**src/rtl/kyber_loader_pkg.sv**
```systemverilog
// kyber_loader_pkg: loader FSM states, ciphertext word counts per Kyber rank and k->N helpers.
package kyber_loader_pkg;
    typedef enum logic [2:0] {
        ST_IDLE, ST_CRST, ST_ARM, ST_LOAD, ST_STREAM, ST_WAIT_OUT, ST_DONE
    } state_e;
    localparam logic [8:0] CT_WORDS_K2 = 9'd192;
    localparam logic [8:0] CT_WORDS_K3 = 9'd272;
    localparam logic [8:0] CT_WORDS_K4 = 9'd392;
    function automatic logic k_legal(input logic [2:0] k);
        return k inside {3'd2, 3'd3, 3'd4};
    endfunction
    function automatic logic [8:0] ct_words(input logic [2:0] k);
        return k == 3'd2 ? CT_WORDS_K2 : k == 3'd3 ? CT_WORDS_K3 : k == 3'd4 ? CT_WORDS_K4 : 9'd0;
    endfunction
endpackage

```
**src/rtl/kyber_ct_streamer.sv**
```systemverilog
// kyber_ct_streamer: issues ciphertext RAM addresses 0..N-1 and aligns write enables with
// the one-cycle RAM read latency; last_o marks the final aligned write.
module kyber_ct_streamer #(
    parameter int pDW = 32
) (
    input  logic           clk,
    input  logic           rst_n,
    input  logic           start_i,
    input  logic [8:0]     n_i,
    input  logic [pDW-1:0] ct_data_i,
    output logic [8:0]     ct_addr_o,
    output logic           wen_o,
    output logic [pDW-1:0] din_o,
    output logic           last_o
);
    logic       issue_q, issue_d, wen_q, last_q, at_end;
    logic [8:0] addr_q, addr_d;
    assign at_end = issue_q && addr_q == n_i - 9'd1;
    always_comb begin
        issue_d = start_i | (issue_q & ~at_end);
        addr_d  = issue_q && !at_end ? addr_q + 9'd1 : 9'd0;
    end
    always_ff @(posedge clk or negedge rst_n) begin
        if (!rst_n) begin
            issue_q <= 1'b0;
            addr_q  <= 9'd0;
            wen_q   <= 1'b0;
            last_q  <= 1'b0;
        end else begin
            issue_q <= issue_d;
            addr_q  <= addr_d;
            wen_q   <= issue_q;
            last_q  <= at_end;
        end
    end
    // Data returned this cycle belongs to the address issued last cycle.
    assign ct_addr_o = addr_q;
    assign wen_o     = wen_q;
    assign din_o     = wen_q ? ct_data_i : '0;
    assign last_o    = last_q;
endmodule

```
**src/rtl/kyber_ct_loader.sv**
```systemverilog
// kyber_ct_loader: resets/starts a Kyber decaps core, streams the ciphertext into it and collects
// the shared secret. Optional WAIT_OUT watchdog is enabled by defining KYBER_LOADER_TIMEOUT_EN.
module kyber_ct_loader
    import kyber_loader_pkg::*;
#(
    parameter int pDW       = 32,
    parameter int pSS_WORDS = 8,
    parameter int pTIMEOUT  = 65535
) (
    input  logic                         clk,
    input  logic                         rst_n,
    input  logic                         start_i,
    input  logic [2:0]                   k_i,
    output logic [8:0]                   ct_addr_o,
    input  logic [pDW-1:0]               ct_data_i,
    output logic [$clog2(pSS_WORDS)-1:0] ss_addr_o,
    output logic [pDW-1:0]               ss_data_o,
    output logic                         ss_we_o,
    output logic                         busy_o,
    output logic                         done_o,
    output logic                         err_o,
    output logic                         core_rst_o,
    output logic                         core_start_o,
    output logic                         core_ready_c_o,
    output logic                         core_wen_o,
    output logic [2:0]                   core_k_o,
    output logic [pDW-1:0]               core_din_o,
    input  logic                         core_req_c_i,
    input  logic                         core_valid_i,
    input  logic [pDW-1:0]               core_dout_i
);
    localparam int AW = $clog2(pSS_WORDS);
    state_e        state_q, state_d;
    logic [2:0]    k_q, k_d;
    logic          err_q, err_d;
    logic [AW-1:0] ss_cnt_q, ss_cnt_d;
    logic          strm_start, strm_last, ss_last, to_hit, to_rst;
    kyber_ct_streamer #(.pDW(pDW)) u_streamer (
        .clk       (clk),
        .rst_n     (rst_n),
        .start_i   (strm_start),
        .n_i       (ct_words(k_q)),
        .ct_data_i (ct_data_i),
        .ct_addr_o (ct_addr_o),
        .wen_o     (core_wen_o),
        .din_o     (core_din_o),
        .last_o    (strm_last)
    );
    assign ss_we_o = state_q == ST_WAIT_OUT && core_valid_i;
    assign ss_last = ss_we_o && ss_cnt_q == AW'(pSS_WORDS - 1);
`ifdef KYBER_LOADER_TIMEOUT_EN
    localparam int TW = $clog2(pTIMEOUT + 1);
    logic [TW-1:0] to_cnt_q;
    logic          to_rst_q;
    always_ff @(posedge clk or negedge rst_n) begin
        if (!rst_n) begin
            to_cnt_q <= '0;
            to_rst_q <= 1'b0;
        end else begin
            to_cnt_q <= state_q == ST_WAIT_OUT ? to_cnt_q + TW'(1) : '0;
            to_rst_q <= to_hit;
        end
    end
    // Completion in the same cycle as expiry wins over the timeout.
    assign to_hit = state_q == ST_WAIT_OUT && !ss_last && to_cnt_q == TW'(pTIMEOUT - 1);
    assign to_rst = to_rst_q;
`else
    assign to_hit = 1'b0;
    assign to_rst = 1'b0;
`endif
    always_comb begin
        state_d    = state_q;
        k_d        = k_q;
        err_d      = err_q;
        strm_start = 1'b0;
        ss_cnt_d   = state_q != ST_WAIT_OUT ? '0 : ss_last ? '0 : ss_we_o ? ss_cnt_q + AW'(1) : ss_cnt_q;
        case (state_q)
            ST_IDLE: if (start_i) begin
                if (k_legal(k_i)) begin
                    state_d = ST_CRST;
                    k_d     = k_i;
                    err_d   = 1'b0;
                end else begin
                    err_d = 1'b1;
                end
            end
            ST_CRST:   state_d = ST_ARM;
            ST_ARM:    state_d = ST_LOAD;
            ST_LOAD: if (core_req_c_i) begin
                state_d    = ST_STREAM;
                strm_start = 1'b1;
            end
            ST_STREAM: if (strm_last) state_d = ST_WAIT_OUT;
            ST_WAIT_OUT: begin
                if (ss_last) begin
                    state_d = ST_DONE;
                end else if (to_hit) begin
                    state_d = ST_IDLE;
                    err_d   = 1'b1;
                end
            end
            default:   state_d = ST_IDLE;
        endcase
    end
    always_ff @(posedge clk or negedge rst_n) begin
        if (!rst_n) begin
            state_q  <= ST_IDLE;
            k_q      <= 3'd0;
            err_q    <= 1'b0;
            ss_cnt_q <= '0;
        end else begin
            state_q  <= state_d;
            k_q      <= k_d;
            err_q    <= err_d;
            ss_cnt_q <= ss_cnt_d;
        end
    end
    assign ss_addr_o      = ss_cnt_q;
    assign ss_data_o      = ss_we_o ? core_dout_i : '0;
    assign busy_o         = state_q != ST_IDLE;
    assign done_o         = state_q == ST_DONE;
    assign err_o          = err_q;
    assign core_rst_o     = !rst_n || state_q == ST_CRST || to_rst;
    assign core_start_o   = state_q == ST_ARM;
    assign core_ready_c_o = state_q inside {ST_LOAD, ST_STREAM, ST_WAIT_OUT};
    assign core_k_o       = k_q;
endmodule
```
**config.mk**
```make
export PLATFORM = sky130hd
export DESIGN_NAME = kyber_ct_loader
export DESIGN_NICKNAME = d
export VERILOG_FILES = /design/src/rtl/kyber_loader_pkg.sv /design/src/rtl/kyber_ct_streamer.sv /design/src/rtl/kyber_ct_loader.sv
export SDC_FILE = /design/constraint.sdc
export NUM_CORES = 1
export LEC_CHECK = 0
export BUFFER_PORTS_ARGS = -buffer_cell sky130_fd_sc_hd__buf_2
export CAP_MARGIN = 5
export CORE_MARGIN = 2
export CORE_UTILIZATION = 39
export CTS_BUF_LIST = sky130_fd_sc_hd__clkbuf_8 sky130_fd_sc_hd__clkbuf_16
export DETAILED_ROUTE_END_ITERATION = 8
export GPL_TIMING_DRIVEN = 1
export PLACE_DENSITY = 0.86
export SYNTH_ARGS = -nofsm -noshare
export SYNTH_HDL_FRONTEND = slang
export SYNTH_SLANG_ARGS = --single-unit
```
**constraint.sdc**
```tcl
create_clock -name clk -period 5.2 [get_ports clk]
set_input_delay 0 -clock clk [delete_from_list [all_inputs] [get_ports clk]]
set_output_delay 0 -clock clk [all_outputs]
set_load 0.02 [all_outputs]
```
==> results.json, run 1 <==
{
  "cp.required_ns": 5.30,
  "fmax_mhz": 358.0,
  "yosysTopAreaCellShare": 0.3356,
  "ys_types": 30,
  "syn_area_per_cell_um2": 8.588,
  "synth_area_leaders": "dfrtp_1 (34%), and2_1 (25%), ha_1 (3.8%), xnor2_1 (3.7%), nand3_1 (3.4%)",
  "multi_input_area_um2": 1045,
  "ys.flop_type": "dfrtp_1",
  "worst_hold_path_type": "in2reg",
  "yosysMostFrequentCell": "and2_1",
  "drive_gt1_frac": 0.4842,
  "cp.arrival_ns": 2.89,
  "seq_area_frac_synth": 0.3356,
  "seqCellArea_um2": 550.5,
  "antenna_left": 0,
  "grt_pass1_wl_um": 7038,
  "power.total_mw": 0.3269,
  "drv_cap": 0,
  "syn-num-nets": 268,
  "tns_ns": 0,
  "clock-sinks": 22,
  "ys_ff_latch": 22,
  "setup_viol": 0,
  "antenna_found_initial": 0,
  "cts_tree": "done",
  "grt_pass1_vias": 1523,
  "start_util": 0.4071,
  "crit_fanout": 10,
  "dieArea_um2": 4741,
  "via_per_inst": 4.779,
  "areaGrowthSynthToFinish_pct": 55.99,
  "synth_common_cells": "and2_1 (65), dfrtp_1 (22), nor2_1 (12)",
  "cellLeakagePower_nw": 1.527,
  "finalNetCount": 427,
  "gp_congestion": 0.8584,
  "clock_skew_ns": 0.001731,
  "clock_latency_ns": 0.26,
  "ioPinCount": 159,
  "vias": 1907,
  "drc_errors": 0,
  "min_period_ns": 2.794,
  "synth_top_cell_by_area": "dfrtp_1",
  "grt_max_degree": 34,
  "synth_edf_count": 0,
  "post-route-period-util": 0.5372,
  "numCtsBuffers": 3,
  "rows": 23,
  "port-buffer-count": 158,
  "wirelength_um": 5306,
  "dr.pass1.iters": 4,
  "relSlewSlack": 0.4677,
  "coreArea_um2": 4029,
  "die_w_um": 68.86,
  "hold-worst-slack_ns": 0.05068,
  "slew_viol_final": 0,
  "cts_buffer_depth": 2,
  "rsz0062_at_grt": "no",
  "ctsHtreeMaxLevel": 1,
  "worstMarginPinSlew_ns": 0.7949,
  "irDropWorstVdd_mv": 0.1424,
  "die_y_um": 68.86,
  "powerDensity_nw_per_um2": 127.8,
  "path_clk_slew_ns": 0.08,
  "grt_use_total": 0.2001,
  "grt_overflow": 0,
  "ys_warn_count": 0,
  "hpwl_um": 4318,
  "diodes": 0,
  "crit_type": "reg2reg",
  "ys_async_sr_fraction": 1.000,
  "synth_area_um2": 1640,
  "cp-end-kind": "flop",
  "drt-wirelength-per-cell_um": 13.30,
  "drtIter0Drc": 42,
  "cp-start-kind": "flop",
  "fillers": 359,
  "cts_resized": 0,
  "status": "complete, no violations",
  "cts-root-buf": "clkbuf_8",
  "synth_cells": 191,
  "finalHoldViolCount": 0
}
stage by stage:
step / util / worst slack [ns] / area (µm²) / instances
finish: 0.6351 / 2.406 / 2559 / 399
global route: 0.6351 / 2.278 / 2559 / 399
CTS: 0.6351 / 2.431 / 2559 / 399
detailed placement: 0.6115 / 2.450 / 2464 / 391
global placement: 0.6115 / 2.543 / 2464 / 391
floorplan: - / 2.581 / 1640 / 191
logic make-up (layout without fill, tap and decap cells):
kind of cell | count (synthesis) | count (layout) | share of synthesized area
AO/OA/AOI/OAI | 21 | 21 | 0.09382
XOR/XNOR | 13 | 13 | 0.06941
adder cells (fa/ha/maj) | 5 | 5 | 0.03814
buffers and inverters | 12 | 170 | 0.02746
flip-flops | 22 | 22 | 0.3356
multiplexers | 6 | 6 | 0.03890
AND/OR/NAND/NOR | 112 | 112 | 0.3966
power by group:
part / switching, mW / internal [mW]
Clock: 0.0539 / 0.0675
Combinational: 0.0126 / 0.0220
Sequential: 0 / 0.171
critical path, cell delays in order (launching register included):
cell and delay [ns]:
dfrtp_1 0.45, nand2b_1 0.19, nand2b_1 0.17, ha_1 0.24, ha_1 0.29, xnor2_1 0.13, or4_4 0.55, a211oi_4 0.46
a211oi_1 0.16
timing repair:
action	in CTS	in global routing
endpoints found under the hold margin	25	0
setup buffers	0	0
hold buffers	4	0
sequential cells by signal, summed over array words and instances, names as in the netlist:
| signal | flops |
|---|---|
| u_streamer.ct_addr_o | 9 |
| ss_addr_o | 3 |
| err_o | 1 |
| u_streamer.wen_o | 1 |
| core_k_o | 3 |
| u_streamer.issue_q | 1 |
| state_q | 3 |
| u_streamer.last_o | 1 |
path summary, 6_finish.rpt:
path	from	endpoint	slack, ns	cells past startpoint
setup / recovery	core_k_o[0]$_DFFE_PN0P_	u_streamer.ct_addr_o[0]$_DFF_PN0_	2.41	8
hold / removal	core_valid_i	ss_addr_o[2]$_DFFE_PN0P_	0.05	3
setup reg to reg	core_k_o[0]$_DFFE_PN0P_	u_streamer.ct_addr_o[0]$_DFF_PN0_	2.41	8
hold reg to reg	u_streamer.issue_q$_DFF_PN0_	u_streamer.wen_o$_DFF_PN0_	0.49	0
max in group asynchronous	rst_n	err_o$_DFFE_PN0P_	4.59	2
min in group asynchronous	rst_n	u_streamer.ct_addr_o[5]$_DFF_PN0_	0.26	2
final cells by class:
class,instances,area share
clock buffer,4,0.02152
inverter,4,0.005868
multi-input combinational,157,0.4083
sequential,22,0.2152
tap,50,0.02445
timing repair buffer,162,0.3247
layer usage:
layer  up-vias  routed length (µm)  track usage
met1       839                1994       0.2462
met3        10                 466      0.04058
met2       103                2756       0.3462
met4         0                  89      0.07108
met5         -                   0            0
li1        955                   -            -
placed cells by master (no fill, tap or decap), drive strengths merged:
cell | Yosys | routed
a21o | 1 | 1
ha | 5 | 5
or4 | 1 | 1
mux2i | 3 | 3
o211ai | 2 | 2
xnor2 | 7 | 7
dlygate4sd3 | 0 | 4
nor2b | 2 | 2
inv | 4 | 4
xor2 | 6 | 6
and3 | 4 | 4
nand2 | 8 | 8
nor2 | 12 | 12
nand4 | 1 | 1
mux2 | 3 | 3
clkbuf | 8 | 4
o21ai | 2 | 2
or2 | 1 | 1
nand3b | 2 | 2
dfrtp | 22 | 22
nor3b | 1 | 1
or3b | 1 | 1
buf | 0 | 158
o221ai | 1 | 1
nand3 | 11 | 11
a21oi | 3 | 3
a31oi | 4 | 4
nand2b | 3 | 3
and2 | 65 | 65
a211oi | 8 | 8
(Power assumes the default switching activity.)
==> run 2, diff against run 1 <==
Settings changed: ABC_AREA set to 1, CORE_UTILIZATION 39 to 36, PLACE_DENSITY 0.86 to 0.77.
Clock period 5.2 ns to 2.5 ns, I/O delays scaled along.
==> run 2 against run 1 <==
Against the previous run: die area up 33%; synthesized cell count increased by 55%; critical path depth increased by 4; critical endpoint is now u_streamer.issue_q$_DFF_PN0_.
==> results.json, run 2 <==
{
  "status": "complete, no violations",
  "busiest_layer": "met2",
  "ys_types": 31,
  "rows": 27,
  "clock_skew_ns": 0.003626,
  "reg2regPathDepth": 12,
  "cts-root-buf": "clkbuf_8",
  "holdBufCountCts": 4,
  "ys_async_sr_fraction": 1.000,
  "post-route-period-util": 0.8119,
  "ioPinCount": 159,
  "synth_edf_count": 0,
  "grt_pass1_vias": 1959,
  "tns_ns": 0,
  "use_met3": 0.02386,
  "fin_area_um2": 2975,
  "cp.required_ns": 2.65,
  "multi_input_area_um2": 1062,
  "placed_cell_area_um2": 2864,
  "cellLeakagePower_nw": 1.969,
  "ys.flop_type": "dfrtp_1",
  "start_util": 0.3727,
  "slew_viol_final": 0,
  "synth_top_cell_by_area": "dfrtp_1",
  "finalNetCount": 536,
  "clock-sinks": 22,
  "drtIter0Drc": 58,
  "cp-start-kind": "flop",
  "synth_cells": 296,
  "hold_depth": 3,
  "synth_area_leaders": "dfrtp_1 (27%), nor2_4 (17%), inv_1 (16%), nand2_1 (13%), nor2_1 (3.7%)",
  "rrSetupSlack_ns": 0.47,
  "ys_ff_latch": 22,
  "rsz0062_at_grt": "no",
  "largest_reg_flops": 9,
  "dr.pass1.iters": 4,
  "diodes": 0,
  "setup_viol": 0,
  "synth_area_um2": 2039,
  "die_w_um": 79.27,
  "gp_congestion": 0.9291,
  "grtUsageMet2": 0.3059,
  "cp.arrival_ns": 2.18,
  "syn-num-nets": 373,
  "grt_use_total": 0.1657,
  "layout_common_cells": "buf_2 (158), inv_1 (86), nand2_1 (71)",
  "powerDensity_nw_per_um2": 734.5,
  "seqCellArea_um2": 550.5,
  "fillers": 529,
  "areaGrowthSynthToFinish_pct": 45.89,
  "finalHoldViolCount": 0,
  "grt_overflow": 0,
  "synth_common_cells": "inv_1 (86), nand2_1 (71), nor2_4 (31)",
  "port-buffer-count": 158,
  "use_met1": 0.1985,
  "antenna_left": 0,
  "yosysTopAreaCellShare": 0.2699,
  "grt_pass1_wl_um": 8569,
  "mostFrequentLayoutCell": "buf_2",
  "irDropWorstVdd_mv": 0.6093,
  "via_per_inst": 4.213,
  "fmax_mhz": 492.7,
  "coreArea_um2": 5473,
  "wirelength_um": 5688,
  "dieArea_um2": 6283,
  "cts_tree": "done",
  "vias": 2233,
  "min_period_ns": 2.030,
  "syn_area_per_cell_um2": 6.890,
  "drt-wirelength-per-cell_um": 10.73,
  "crit_type": "reg2reg",
  "fin_ws_ns": 0.4704,
  "die_y_um": 79.27,
  "dp_slack_ns": 0.4904,
  "cts_buffer_depth": 2,
  "relSlewSlack": 0.3940,
  "grt_max_degree": 34,
  "drive_gt1_frac": 0.4629,
  "cts_resized": 0,
  "numCtsBuffers": 3,
  "ctsHtreeMaxLevel": 1,
  "seq_area_frac_synth": 0.2699,
  "hpwl_um": 4808,
  "clock_latency_ns": 0.26,
  "yosysMostFrequentCell": "inv_1",
  "ys_warn_count": 0,
  "path_clk_slew_ns": 0.08,
  "drv_cap": 0,
  "drc_errors": 0,
  "worst_hold_path_type": "in2reg",
  "crit_fanout": 10,
  "worstMarginPinSlew_ns": 0.9090,
  "cp-end-kind": "flop",
  "antenna_found_initial": 0,
  "postCtsSetupBuffers": 0
}
## run 2: cell count changes after synthesis, sizes merged, moves of 5 or more
cell,before,now
xor2,6,0
nor2,12,53
xnor2,7,1
nand2,8,72
clkbuf,8,3
inv,4,93
a211oi,8,0
nor3,0,6
o21ai,2,11
and2,65,0
## run 2: final cells by class
class | instances | area share
Clock inverter | 1 | 0.01009
Sequential cell | 22 | 0.1850
Multi-Input combinational cell | 174 | 0.3570
Clock buffer | 3 | 0.01388
Timing Repair Buffer | 164 | 0.2843
Tap cell | 72 | 0.03028
Inverter | 94 | 0.1194
## run 2: metal layers
metal | vias to the layer above | share of wire | wire length, µm
li1 | 1175 | - | -
met1 | 969 | 0.41 | 2352
met2 | 81 | 0.50 | 2851
met3 | 8 | 0.072 | 407
met4 | 0 | 0.014 | 77
met5 | - | 0 | 0
## run 2: kinds of logic after synthesis
logic type / after synthesis / share of synthesized area
simple gates: 149 / 0.4325
buf+inv: 100 / 0.2092
flops: 22 / 0.2699
compound gates: 19 / 0.05338
fa+ha+maj: 5 / 0.03067
xor+xnor: 1 / 0.004295
## run 2: power by group
group	internal, mW	switching [mW]	total (mW)
clock network	0.214	0.114	0.328
logic	0.443	0.796	1.24
registers	0.465	0.153	0.619
## run 2: worst max-delay path: stages (launching register included)
cell     delay [ns]
dfrtp_1        0.41
inv_2          0.10
nand3_1        0.15
ha_1           0.27
ha_1           0.30
inv_1          0.06
nand2_1        0.04
nand2_1        0.07
nand3_1        0.08
nor2_2         0.09
nand3_2        0.08
nand2_2        0.19
nand2_1        0.07
## run 2: final timing paths
kind	startpoint	to
setup reg to reg	core_k_o[0]$_DFFE_PN0P_	u_streamer.issue_q$_DFF_PN0_
min in group asynchronous	rst_n	u_streamer.ct_addr_o[8]$_DFF_PN0_
max in group asynchronous	rst_n	ss_addr_o[0]$_DFFE_PN0P_
hold reg to reg	u_streamer.issue_q$_DFF_PN0_	u_streamer.wen_o$_DFF_PN0_
hold / removal	core_valid_i	ss_addr_o[0]$_DFFE_PN0P_
setup / recovery	core_k_o[0]$_DFFE_PN0P_	u_streamer.issue_q$_DFF_PN0_
## run 2: through the flow
stage          hold slack [ns]  utilization  instances  total power [mW]
2_1_floorplan          -0.2956            -        296             1.494
3_3_place_gp         -0.008821       0.5233        522             1.822
3_5_place_dp          0.001027       0.5233        522             1.860
4_1_cts                0.02066       0.5437        530             2.195
5_1_grt                0.02903       0.5437        530             2.365
6_report               0.02390       0.5437        530             2.185
==> run 3, diff against run 2 <==
Clock period 2.5 ns to 1.75 ns, I/O delays scaled along.
==> run 3 against run 2 <==
Against the previous run: sequential cell count unchanged; non-clock buffer count is 11 higher; cell area increased by 6.0%; fmax rose by 12%; clock power up 48%; largest power group unchanged; worst setup slack lost 0.54 ns; the flow now finishes with violations (negative setup slack); first-iteration DRC count is 10% higher; final cell count is 2.3% higher; core utilization grew 3.3 points; clock skew is 0.00061 ns higher.
==> results.json, run 3 (synthesis gave the netlist of run 2 again) <==
{
  "multi_input_area_um2": 1144,
  "grt_max_degree": 34,
  "slew_viol_final": 0,
  "switching_share": 0.4860,
  "crit_chain": "inv_2 > nand3_2 > ha_4 > ha_4 > nand2_1 > nand2_2 > nand3_2 > nor2_4 > nand3_4 > nand2_4 > nor2_1",
  "grt_pass1_vias": 2199,
  "power.total_mw": 3.603,
  "dieArea_um2": 6283,
  "cts-root-buf": "clkbuf_8",
  "numCtsBuffers": 3,
  "coreArea_um2": 5473,
  "powerDensity_nw_per_um2": 1142,
  "mostFrequentLayoutCell": "buf_2",
  "layout_common_cells": "buf_2 (158), inv_1 (86), nand2_1 (70)",
  "grtUsageMet2": 0.3559,
  "hpwl_um": 5035,
  "drtIter0Drc": 64,
  "path_clk_slew_ns": 0.09,
  "cp.required_ns": 1.91,
  "rsz0062_at_grt": "yes",
  "use_met1": 0.2015,
  "ioPinCount": 159,
  "cp-start-kind": "flop",
  "power_switching_mw": 1.751,
  "grt_overflow": 0,
  "slowest_delay_ns": 0.44,
  "die_y_um": 79.27,
  "internal-power_mw": 1.852,
  "areaGrowthSynthToFinish_pct": 54.66,
  "crit_type": "reg2reg",
  "worstMarginPinSlew_ns": 0.5293,
  "clock_skew_ns": 0.004238,
  "cp.arrival_ns": 1.98,
  "worst_hold_path_type": "in2reg",
  "final_util": 0.5764,
  "start_util": 0.3727,
  "ctsHtreeMaxLevel": 1,
  "setup_viol": 10,
  "largest_reg_flops": 9,
  "violations": "negative setup slack",
  "cts_buffer_depth": 2,
  "clock_latency_ns": 0.27,
  "power_frac_seq": 0.247,
  "irDropWorstVdd_mv": 0.7689,
  "finalNetCount": 548,
  "cp-end-kind": "flop",
  "min_period_ns": 1.815,
  "post-route-period-util": 1.037,
  "drive_gt1_frac": 0.4979,
  "cellLeakagePower_nw": 2.038,
  "seqCellArea_um2": 554.3,
  "drt-wirelength-per-cell_um": 11.77,
  "slowest_stage": "dfrtp_2",
  "finalHoldViolCount": 0,
  "rows": 27,
  "grt_pass1_wl_um": 9494,
  "vias": 2353,
  "antenna_found_initial": 0,
  "clock-sinks": 22,
  "status": "finished, violations left",
  "fillers": 518,
  "relSlewSlack": 0.6434,
  "fmax_mhz": 550.8,
  "die_w_um": 79.27,
  "dp_slack_ns": -0.05633,
  "dr.pass1.iters": 4,
  "port-buffer-count": 158,
  "grt_use_total": 0.1862,
  "drc_errors": 0,
  "cts_tree": "done",
  "antenna_left": 0,
  "comb_power_share": 0.619,
  "wirelength_um": 6377,
  "drv_cap": 0,
  "fin_ws_ns": -0.06544,
  "use_met3": 0.01932,
  "diodes": 0,
  "gp_congestion": 0.8647,
  "busiest_layer": "met2",
  "via_per_inst": 4.341,
  "crit_fanout": 5,
  "power.clock.fraction": 0.134
}
==> run 3: per-layer routing <==
| metal | up-vias | wire length (µm) | part of all wire |
|---|---|---|---|
| li1 | 1195 | - | - |
| met3 | 15 | 465 | 0.073 |
| met5 | - | 0 | 0 |
| met1 | 1032 | 2425 | 0.38 |
| met4 | 0 | 183 | 0.029 |
| met2 | 111 | 3302 | 0.52 |
==> run 3: repair_timing <==
action | in CTS | in global routing
cloned | 1 | 0
setup endpoints to repair | 43 | 15
gates resized for setup | 5 | 4
setup buffers | 7 | 2
hold buffers | 4 | 0
pin swaps | 7 | 0
endpoints found under the hold margin | 26 | 0
==> run 3: path summary, 6_finish.rpt <==
| kind | from | endpoint | slack, ns | depth (start not counted) |
|---|---|---|---|---|
| hold / removal | core_valid_i | ss_addr_o[0]$_DFFE_PN0P_ | 0.01 | 3 |
| max in group asynchronous | rst_n | core_k_o[0]$_DFFE_PN0P_ | 1.23 | 3 |
| setup / recovery | core_k_o[2]$_DFFE_PN0P_ | u_streamer.ct_addr_o[7]$_DFF_PN0_ | -0.07 | 11 |
| setup reg to reg | core_k_o[2]$_DFFE_PN0P_ | u_streamer.ct_addr_o[7]$_DFF_PN0_ | -0.07 | 11 |
| min in group asynchronous | rst_n | core_k_o[1]$_DFFE_PN0P_ | 0.28 | 3 |
| hold reg to reg | u_streamer.ct_addr_o[0]$_DFF_PN0_ | u_streamer.ct_addr_o[0]$_DFF_PN0_ | 0.50 | 1 |
==> run 3: power groups by stage <==
stage / Combinational, mW / Clock, mW / Sequential, mW
2_1_floorplan: 1.22 / 0 / 1.03
5_1_grt: 2.45 / 0.513 / 0.910
4_1_cts: 2.15 / 0.486 / 0.881
3_3_place_gp: 1.87 / 0 / 0.897
6_report: 2.23 / 0.484 / 0.890
3_5_place_dp: 1.93 / 0 / 0.909
==> run 3: stage by stage <==
stage / hold WS, ns / setup TNS [ns] / area (µm²) / cells
final: 0.01101 / -0.4919 / 3154 / 542
after global routing: 0.01280 / -1.230 / 3154 / 542
after CTS: 0.01052 / -0.5265 / 3128 / 540
after detailed placement: 0.03369 / -0.4985 / 2933 / 524
after global placement: 0.03458 / 0 / 2933 / 524
after floorplan: -0.2956 / 0 / 2093 / 296
==> run 3: layout make-up <==
type	instances	share of cell area
clock inverters	1	0.009520
inverters	94	0.1150
multi-input cells	175	0.3626
repair buffers	175	0.2955
well taps	72	0.02856
flip-flops and latches	22	0.1757
clock buffers	3	0.01309
==> run 3: worst max-delay path, delay by kind of cell (launching register included) <==
| kind | cells | cell delay [ns] |
|---|---|---|
| flops | 1 | 0.44 |
| buf+inv | 1 | 0.10 |
| fa+ha+maj | 2 | 0.44 |
| simple gates | 8 | 0.73 |
